===== src/rtl/spi_pkg.sv =====
// ---------------------------------------------------------------------------
// spi_pkg
// Shared definitions for the SPI frame receiver and its register bank:
// frame geometry, register address map, receiver FSM state encoding and a
// saturating-counter helper.
// No ports (package).
// ---------------------------------------------------------------------------
package spi_pkg;

  localparam int FRAME_BITS = 16;  // 1 R/W + 7 address + 8 data
  localparam int ADDR_W     = 7;
  localparam int DATA_W     = 8;

  // Register bank address map
  localparam logic [ADDR_W-1:0] ADDR_EN_OUT_LO = 7'd0;
  localparam logic [ADDR_W-1:0] ADDR_EN_OUT_HI = 7'd1;
  localparam logic [ADDR_W-1:0] ADDR_EN_PWM_LO = 7'd2;
  localparam logic [ADDR_W-1:0] ADDR_EN_PWM_HI = 7'd3;
  localparam logic [ADDR_W-1:0] ADDR_DUTY      = 7'd4;

  typedef enum logic [1:0] {
    IDLE  = 2'd0,
    SHIFT = 2'd1,
    CHECK = 2'd2
  } spi_state_e;

  // 8-bit increment that sticks at 255 instead of wrapping
  function automatic logic [7:0] sat_inc8(input logic [7:0] value);
    logic [7:0] result;
    if (value == 8'hFF) begin
      result = value;
    end else begin
      result = value + 8'd1;
    end
    return result;
  endfunction

endpackage


===== src/rtl/spi_frame_rx_if.sv =====
// ---------------------------------------------------------------------------
// spi_frame_rx_if
// Bundles the raw SPI pins and the register-write strobe bus of spi_frame_rx.
//   sclk, copi, ncs     : raw asynchronous SPI pins (into the receiver)
//   wr_valid            : one-cycle register write strobe
//   wr_addr / wr_data   : write address / data, held between strobes
//   busy                : frame in progress
//   frame_err/err_count : abort pulse and saturating abort count
//                         (only when SPI_FRAME_ERR_EN is defined)
// Modports: slave = receiver side, master = pin driver / bank side.
// Optional feature macro: SPI_FRAME_ERR_EN.
// ---------------------------------------------------------------------------
interface spi_frame_rx_if;
  import spi_pkg::*;

  logic              sclk;
  logic              copi;
  logic              ncs;
  logic              wr_valid;
  logic [ADDR_W-1:0] wr_addr;
  logic [DATA_W-1:0] wr_data;
  logic              busy;
`ifdef SPI_FRAME_ERR_EN
  logic              frame_err;
  logic [7:0]        err_count;
`endif

`ifdef SPI_FRAME_ERR_EN
  modport slave (
    input  sclk, copi, ncs,
    output wr_valid, wr_addr, wr_data, busy, frame_err, err_count
  );
  modport master (
    output sclk, copi, ncs,
    input  wr_valid, wr_addr, wr_data, busy, frame_err, err_count
  );
`else
  modport slave (
    input  sclk, copi, ncs,
    output wr_valid, wr_addr, wr_data, busy
  );
  modport master (
    output sclk, copi, ncs,
    input  wr_valid, wr_addr, wr_data, busy
  );
`endif

endinterface


===== src/rtl/sync_edge.sv =====
// ---------------------------------------------------------------------------
// sync_edge
// Multi-flop synchronizer for one asynchronous pin, plus one history flop
// for rising/falling edge detection on the synchronized level.
//   clk     : system clock
//   rst     : synchronous active-high reset (chain loads RESET_VAL)
//   pin_i   : raw asynchronous input
//   level_o : synchronized level
//   rise_o  : one-cycle pulse on synchronized 0->1
//   fall_o  : one-cycle pulse on synchronized 1->0
// ---------------------------------------------------------------------------
module sync_edge #(
  parameter int   SYNC_STAGES = 2,
  parameter logic RESET_VAL   = 1'b0
) (
  input  logic clk,
  input  logic rst,
  input  logic pin_i,
  output logic level_o,
  output logic rise_o,
  output logic fall_o
);

  logic [SYNC_STAGES-1:0] sync_q;
  logic                   hist_q;

  // Synchronizer chain and edge-history flop
  always_ff @(posedge clk) begin
    if (rst) begin
      sync_q <= {SYNC_STAGES{RESET_VAL}};
      hist_q <= RESET_VAL;
    end else begin
      sync_q <= {sync_q[SYNC_STAGES-2:0], pin_i};
      hist_q <= sync_q[SYNC_STAGES-1];
    end
  end

  assign level_o = sync_q[SYNC_STAGES-1];
  assign rise_o  = level_o & ~hist_q;
  assign fall_o  = ~level_o & hist_q;

endmodule


===== src/rtl/spi_frame_rx.sv =====
// ---------------------------------------------------------------------------
// spi_frame_rx
// SPI mode-0 frame receiver. Synchronizes SCLK/COPI/nCS into clk, shifts in
// MSB-first frames (R/W, 7-bit address, 8-bit data) and issues a one-cycle
// register write strobe for each valid write frame.
// Ports:
//   clk : system clock
//   rst : synchronous active-high reset
//   bus : spi_frame_rx_if.slave (pins in; wr_valid/wr_addr/wr_data/busy out,
//         plus frame_err/err_count when SPI_FRAME_ERR_EN is defined)
// Optional feature macro: SPI_FRAME_ERR_EN (abort pulse + saturating count).
// All outputs are registered.
// ---------------------------------------------------------------------------
module spi_frame_rx
  import spi_pkg::*;
#(
  parameter int SYNC_STAGES = 2,
  parameter int MAX_ADDR    = 4,
  parameter int FRAME_BITS  = spi_pkg::FRAME_BITS
) (
  input  logic          clk,
  input  logic          rst,
  spi_frame_rx_if.slave bus
);

  localparam logic [4:0] CNT_FULL  = 5'(FRAME_BITS);
  localparam logic [4:0] CNT_SAT   = 5'(FRAME_BITS + 1);
  localparam logic [2:0] WARM_DONE = 3'(SYNC_STAGES + 1);
  localparam logic [ADDR_W-1:0] ADDR_LIMIT = ADDR_W'(MAX_ADDR);

  // Synchronized pins
  logic sclk_level_s, sclk_rise_s, sclk_fall_s;
  logic ncs_level_s, ncs_rise_s, ncs_fall_s;
  logic copi_level_s, copi_rise_s, copi_fall_s;
  logic unused_edges_s;

  // FSM and datapath state
  spi_state_e            state_q, state_d;
  logic [4:0]            cnt_q, cnt_d;
  logic [FRAME_BITS-1:0] shift_q, shift_d;
  logic [2:0]            warm_q;
  logic                  armed_q;

  // Decode of the completed frame
  logic              frame_start_s;
  logic              len_ok_s;
  logic              is_write_s;
  logic              addr_ok_s;
  logic [ADDR_W-1:0] addr_s;
  logic [DATA_W-1:0] data_s;
  logic              accept_s;

  // Registered outputs
  logic              wr_valid_q;
  logic [ADDR_W-1:0] wr_addr_q;
  logic [DATA_W-1:0] wr_data_q;
  logic              busy_q;

  sync_edge #(.SYNC_STAGES(SYNC_STAGES), .RESET_VAL(1'b0)) u_sync_sclk (
    .clk(clk), .rst(rst), .pin_i(bus.sclk),
    .level_o(sclk_level_s), .rise_o(sclk_rise_s), .fall_o(sclk_fall_s)
  );

  // nCS idles high, so its chain resets to 1
  sync_edge #(.SYNC_STAGES(SYNC_STAGES), .RESET_VAL(1'b1)) u_sync_ncs (
    .clk(clk), .rst(rst), .pin_i(bus.ncs),
    .level_o(ncs_level_s), .rise_o(ncs_rise_s), .fall_o(ncs_fall_s)
  );

  sync_edge #(.SYNC_STAGES(SYNC_STAGES), .RESET_VAL(1'b0)) u_sync_copi (
    .clk(clk), .rst(rst), .pin_i(bus.copi),
    .level_o(copi_level_s), .rise_o(copi_rise_s), .fall_o(copi_fall_s)
  );

  // Only the COPI level and the SCLK rising edge are consumed
  assign unused_edges_s = copi_rise_s ^ copi_fall_s ^ sclk_fall_s ^ sclk_level_s;

  // After reset the nCS chain holds a fake "high" that can decay into a fake
  // falling edge if the pin is really low (reset mid-frame). The receiver is
  // armed only once the chain carries real samples and shows nCS high, so a
  // frame already in flight at reset release is ignored until nCS rises.
  always_ff @(posedge clk) begin
    if (rst) begin
      warm_q  <= 3'd0;
      armed_q <= 1'b0;
    end else begin
      if (warm_q != WARM_DONE) begin
        warm_q <= warm_q + 3'd1;
      end else begin
        warm_q <= warm_q;
      end
      armed_q <= armed_q | ((warm_q == WARM_DONE) & ncs_level_s);
    end
  end

  assign frame_start_s = ncs_fall_s & armed_q;

  // Next-state logic: FSM, bit counter, shift register
  always_comb begin
    state_d = state_q;
    cnt_d   = cnt_q;
    shift_d = shift_q;
    case (state_q)
      IDLE: begin
        if (frame_start_s) begin
          state_d = SHIFT;
          cnt_d   = 5'd0;
          shift_d = {FRAME_BITS{1'b0}};
        end else begin
          state_d = IDLE;
        end
      end
      SHIFT: begin
        if (ncs_rise_s) begin
          state_d = CHECK;
        end else if (sclk_rise_s && !ncs_level_s) begin
          // Bits past the frame length only bump the (saturating) counter
          if (cnt_q < CNT_FULL) begin
            shift_d = {shift_q[FRAME_BITS-2:0], copi_level_s};
          end else begin
            shift_d = shift_q;
          end
          if (cnt_q < CNT_SAT) begin
            cnt_d = cnt_q + 5'd1;
          end else begin
            cnt_d = cnt_q;
          end
        end else begin
          state_d = SHIFT;
        end
      end
      CHECK: begin
        // A new frame may begin while the previous one is being judged
        if (frame_start_s) begin
          state_d = SHIFT;
          cnt_d   = 5'd0;
          shift_d = {FRAME_BITS{1'b0}};
        end else begin
          state_d = IDLE;
        end
      end
      default: begin
        state_d = IDLE;
        cnt_d   = 5'd0;
        shift_d = {FRAME_BITS{1'b0}};
      end
    endcase
  end

  // FSM and datapath registers
  always_ff @(posedge clk) begin
    if (rst) begin
      state_q <= IDLE;
      cnt_q   <= 5'd0;
      shift_q <= {FRAME_BITS{1'b0}};
    end else begin
      state_q <= state_d;
      cnt_q   <= cnt_d;
      shift_q <= shift_d;
    end
  end

  assign is_write_s = shift_q[FRAME_BITS-1];
  assign addr_s     = shift_q[FRAME_BITS-2 -: ADDR_W];
  assign data_s     = shift_q[DATA_W-1:0];
  assign len_ok_s   = (cnt_q == CNT_FULL);
  assign addr_ok_s  = (addr_s <= ADDR_LIMIT);
  assign accept_s   = (state_q == CHECK) & len_ok_s & is_write_s & addr_ok_s;

  // Write strobe, held write address/data and busy flag
  always_ff @(posedge clk) begin
    if (rst) begin
      wr_valid_q <= 1'b0;
      wr_addr_q  <= {ADDR_W{1'b0}};
      wr_data_q  <= {DATA_W{1'b0}};
      busy_q     <= 1'b0;
    end else begin
      wr_valid_q <= accept_s;
      if (accept_s) begin
        wr_addr_q <= addr_s;
        wr_data_q <= data_s;
      end else begin
        wr_addr_q <= wr_addr_q;
        wr_data_q <= wr_data_q;
      end
      busy_q <= (state_d == SHIFT);
    end
  end

  assign bus.wr_valid = wr_valid_q;
  assign bus.wr_addr  = wr_addr_q;
  assign bus.wr_data  = wr_data_q;
  assign bus.busy     = busy_q;

`ifdef SPI_FRAME_ERR_EN
  // Read frames of the right length are not aborts, whatever their address
  logic       abort_s;
  logic       frame_err_q;
  logic [7:0] err_count_q;

  assign abort_s = (state_q == CHECK) & (~len_ok_s | (is_write_s & ~addr_ok_s));

  // Abort pulse and saturating abort counter
  always_ff @(posedge clk) begin
    if (rst) begin
      frame_err_q <= 1'b0;
      err_count_q <= 8'd0;
    end else begin
      frame_err_q <= abort_s;
      if (abort_s) begin
        err_count_q <= sat_inc8(err_count_q);
      end else begin
        err_count_q <= err_count_q;
      end
    end
  end

  assign bus.frame_err = frame_err_q;
  assign bus.err_count = err_count_q;
`endif

endmodule


===== src/flat_wrapper.sv =====
// flat-port wrapper written by rule: the top's interface ports become plain ports
module spi_frame_rx_flat import spi_pkg::*;
#(
  parameter int SYNC_STAGES = 2,
  parameter int MAX_ADDR    = 4,
  parameter int FRAME_BITS  = spi_pkg::FRAME_BITS
)
  (clk, rst, bus_sclk, bus_copi, bus_ncs, bus_wr_valid, bus_wr_addr, bus_wr_data, bus_busy);
  spi_frame_rx_if bus_i ();
  input  logic clk;
  input  logic rst;
  input wire logic [$bits(bus_i.sclk)-1:0] bus_sclk;
  input wire logic [$bits(bus_i.copi)-1:0] bus_copi;
  input wire logic [$bits(bus_i.ncs)-1:0] bus_ncs;
  output wire logic [$bits(bus_i.wr_valid)-1:0] bus_wr_valid;
  output wire logic [$bits(bus_i.wr_addr)-1:0] bus_wr_addr;
  output wire logic [$bits(bus_i.wr_data)-1:0] bus_wr_data;
  output wire logic [$bits(bus_i.busy)-1:0] bus_busy;
  assign bus_i.sclk = bus_sclk;
  assign bus_i.copi = bus_copi;
  assign bus_i.ncs = bus_ncs;
  assign bus_wr_valid = bus_i.wr_valid;
  assign bus_wr_addr = bus_i.wr_addr;
  assign bus_wr_data = bus_i.wr_data;
  assign bus_busy = bus_i.busy;
  spi_frame_rx #(.SYNC_STAGES(SYNC_STAGES), .MAX_ADDR(MAX_ADDR), .FRAME_BITS(FRAME_BITS)) u_core (.clk(clk), .rst(rst), .bus(bus_i));
endmodule

===== config.mk =====
export PLATFORM = sky130hd
export DESIGN_NAME = spi_frame_rx_flat
export DESIGN_NICKNAME = d
export VERILOG_FILES = /design/src/rtl/spi_pkg.sv /design/src/rtl/spi_frame_rx_if.sv /design/src/rtl/sync_edge.sv /design/src/rtl/spi_frame_rx.sv /design/src/flat_wrapper.sv
export SDC_FILE = /design/constraint.sdc
export NUM_CORES = 1
export LEC_CHECK = 0
export ABC_AREA = 1
export CORE_ASPECT_RATIO = 1.25
export CORE_MARGIN = 1
export CORE_UTILIZATION = 50
export CTS_CLUSTER_SIZE = 25
export DETAILED_ROUTE_END_ITERATION = 8
export MAX_ROUTING_LAYER = met4
export PLACE_DENSITY_LB_ADDON = 0.15
export SYNTH_ARGS = -nofsm -noshare
export SYNTH_HDL_FRONTEND = slang
export SYNTH_SLANG_ARGS = --single-unit

===== constraint.sdc =====
create_clock -name clk -period 1.2 [get_ports clk]
set_input_delay 0.12 -clock clk [delete_from_list [all_inputs] [get_ports clk]]
set_output_delay 0.12 -clock clk [all_outputs]
set_load 0.03 [all_outputs]

==> impl_metrics.json <==
{
  "status": "complete, but fails checks",
  "violations": "setup timing",
  "rows": 26,
  "dieArea_sq_um": 4640,
  "stdcell_count": 399,
  "worstPathArrival_ns": 1.48,
  "ys_types": 26,
  "yosys_warnings": 0,
  "synth_top_cell_by_area": "dfxtp_1",
  "worst_pin_slew_ns": 0.300,
  "fin_worst_skew_ns": 0.00406,
  "drc_errors": 0,
  "antenna_found_initial": 0,
  "nFillCells": 392,
  "crit_path_end_kind": "flop",
  "drive_above_1_share": 0.245,
  "fin_util": 0.680,
  "setup_slack_ns": -0.0436,
  "synthToLayoutAreaGrowth_pct": 28.4,
  "gp_routability_congestion": 0.820,
  "synth-edff-count": 0,
  "cts_max_level": 2,
  "fin_crit_ns": 1.24,
  "maxCapViolCount": 0,
  "hold_path_class": "primary input to flop",
  "avgSynthCellArea_sq_um": 7.21,
  "hpwl_um": 2670,
  "clock-sinks": 52,
  "cp_cell_sequence": "buf_12 -> nor2_4 -> nand2_2 -> nand2_8 -> inv_2 -> nand2_2 -> nand2_1 -> a21oi_2",
  "synthArstFlopShare": 0,
  "synth.net_count": 312,
  "grt_max_degree": 28,
  "finalCritPeriodShare": 1.04,
  "io_pins": 22,
  "wl_per_cell_um": 10.3,
  "routed_wl_um": 4100,
  "place_ws_ns": -0.0688,
  "clk_latency_ns": 0.30,
  "grt.overflow.total": 0,
  "viasPerCell": 4.67,
  "crit_type": "flop to flop",
  "clockBufferDepth": 2,
  "holdWs_ns": 0.328,
  "vdd_drop_max_uv": 604,
  "holdBufCountCts": 0,
  "first_pass_iters": 4,
  "grt_pass1_wl_um": 7090,
  "vias": 1862,
  "start_util": 0.529,
  "synthTopCellsByArea": "dfxtp_1, nand2_1, nor2_1, inv_1, o21ai_0",
  "slowest_delay_ns": 0.34,
  "numCtsBuffers": 5,
  "power_density_nw_per_um2": 1090,
  "core-area_sq_um": 4130,
  "cp_slowest_cell": "dfxtp_2",
  "grt_usage": 0.205,
  "worstPathMaxFanout": 6,
  "ant_nets": 0,
  "critPathLaunchType": "flop",
  "drt_iter0_drc": 89,
  "die_h_um": 75.9,
  "ys.flop_type": "dfxtp_1",
  "grt_pass1_vias": 1704,
  "antenna-diode-count": 0,
  "portBuffers": 21,
  "cp_common_cell": "nand2_2",
  "clk_pin_slew_worst_paths_ns": 0.09,
  "required_ns": 1.44,
  "hold_viol": 0,
  "synth-seq-area-share": 0.476,
  "cts_tree": "yes",
  "clock.fmax_mhz": 804,
  "cts_root_buf": "clkbuf_8",
  "fin_nets": 351,
  "setup_viol": 21,
  "post_synth_instance_area_sq_um": 2190,
  "rsz0062_at_grt": "true",
  "slew_headroom": 0.801,
  "slew_viol_final": 0,
  "die_x_um": 61.1,
  "synth-seq-cells": 52,
  "placed_cells": 384,
  "yosys.area.top_type_share": 0.476,
  "syn_inst": 303,
  "power.leakage_uw": 0.00133
}
-- critical path, delay by kind of cell, from the launching register on --
| kind | cells | cell delay, ns |
|---|---|---|
| AND/OR/NAND/NOR | 5 | 0.51 |
| flip-flops | 1 | 0.34 |
| buffers and inverters | 2 | 0.19 |
| AO/OA/AOI/OAI | 1 | 0.13 |
-- cell families after synthesis --
group / Yosys count / synth area share
flip-flops: 52 / 0.476
XOR/XNOR: 1 / 0.00401
buffers and inverters: 59 / 0.117
AO/OA/AOI/OAI: 30 / 0.0698
adder cells (fa/ha/maj): 4 / 0.0229
AND/OR/NAND/NOR: 157 / 0.310
-- state kept, by name (all words and copies together) (netlist names), 2 cells and up --
register / count
u_core.state_q: 2
u_core.u_sync_sclk.sync_q: 2
u_core.bus.wr_addr: 7
u_core.shift_q: 16
u_core.u_sync_copi.sync_q: 2
u_core.u_sync_ncs.sync_q: 2
u_core.warm_q: 3
u_core.bus.wr_data: 8
u_core.cnt_q: 5
-- final timing paths --
check / start / to / slack [ns] / cells after the start
worst max-delay path: u_core.state_q[1]$_SDFF_PP0_ / u_core.cnt_q[0]$_SDFFE_PP0P_ / -0.04 / 8
worst min-delay path: bus_copi / u_core.u_sync_copi.sync_q[0]$_SDFF_PP0_ / 0.33 / 3
worst max register to register: u_core.state_q[1]$_SDFF_PP0_ / u_core.cnt_q[0]$_SDFFE_PP0P_ / -0.04 / 8
worst min register to register: u_core.u_sync_sclk.sync_q[0]$_SDFF_PP0_ / u_core.u_sync_sclk.sync_q[1]$_SDFF_PP0_ / 0.41 / 2
-- metrics by stage --
stage                     TNS (ns)  total power, uW  cell area, sq um
final                       -0.511             3070              2810
after global routing         -3.66             3230              2810
after CTS                   -0.656             3100              2700
after detailed placement    -0.809             2070              2570
after global placement      -0.488             2060              2570
after floorplan                  0             2000              2220
-- where the power goes --
part	internal (uW)	switching [uW]	leakage (uW)	total [uW]
registers	1780	31.5	0.000423	1810
clock network	469	548	0.0000445	1020
logic	100	141	0.000861	242
total	2350	721	0.00133	3070
-- cells in the mapped netlist, types with 2 or more instances --
master,n
nor2_4,2
nand4_1,2
dfxtp_1,52
inv_1,45
nand3_1,6
nand2_2,5
nor2_1,57
inv_2,2
a21oi_1,10
o21ai_0,18
nand2_1,75
clkbuf_1,5
ha_1,4
nor2_2,3
and3_1,2
buf_6,4
or2_2,2
-- cell type report --
class | instances | area [sq um] | area share
clock buffer | 7 | 86.3 | 0.0307
clock inverter | 1 | 7.51 | 0.00267
inverter | 48 | 188 | 0.0668
multi-input combinational | 195 | 1020 | 0.365
sequential | 52 | 1050 | 0.373
tap | 56 | 70.1 | 0.0250
timing repair buffer | 39 | 378 | 0.135
timing repair inverter | 1 | 6.26 | 0.00223
-- cell usage in the layout, fill, tap and decap left out, types with 2 or more instances in the layout --
master and instances:
a21oi_1 7, clkbuf_8 6, nand4_1 2, ha_1 2, nor2_2 11, buf_6 2, nand3_1 5, inv_2 8
a21oi_2 3, o21ai_0 12, nor2_1 49, nor2_4 5, or2_2 2, buf_4 13, dfxtp_2 6, clkdlybuf4s15_1 10
o21ai_1 6, dlygate4sd2_1 6, buf_12 3, dfxtp_1 46, nand2_1 67, nand2_2 12, clkdlybuf4s50_1 4, inv_1 39
-- routing by layer --
layer | up-vias | global-route usage | wire [um]
met5 | - | - | 0
met1 | 834 | 0.223 | 1770
met4 | 0 | 0.0886 | 87
li1 | 989 | - | -
met3 | 9 | 0.0461 | 113
met2 | 30 | 0.345 | 2130
-- repair_timing --
| item | 4_1_cts | 5_1_grt |
|---|---|---|
| resized for setup | 32 | 40 |
| pin swaps | 9 | 10 |
| gates cloned | 1 | 3 |
| buffers inserted | 2 | 1 |
| endpoints found under the setup margin | 45 | 50 |
| endpoints found under the hold margin | 0 | 0 |
Power figures use the tool's default switching activity.
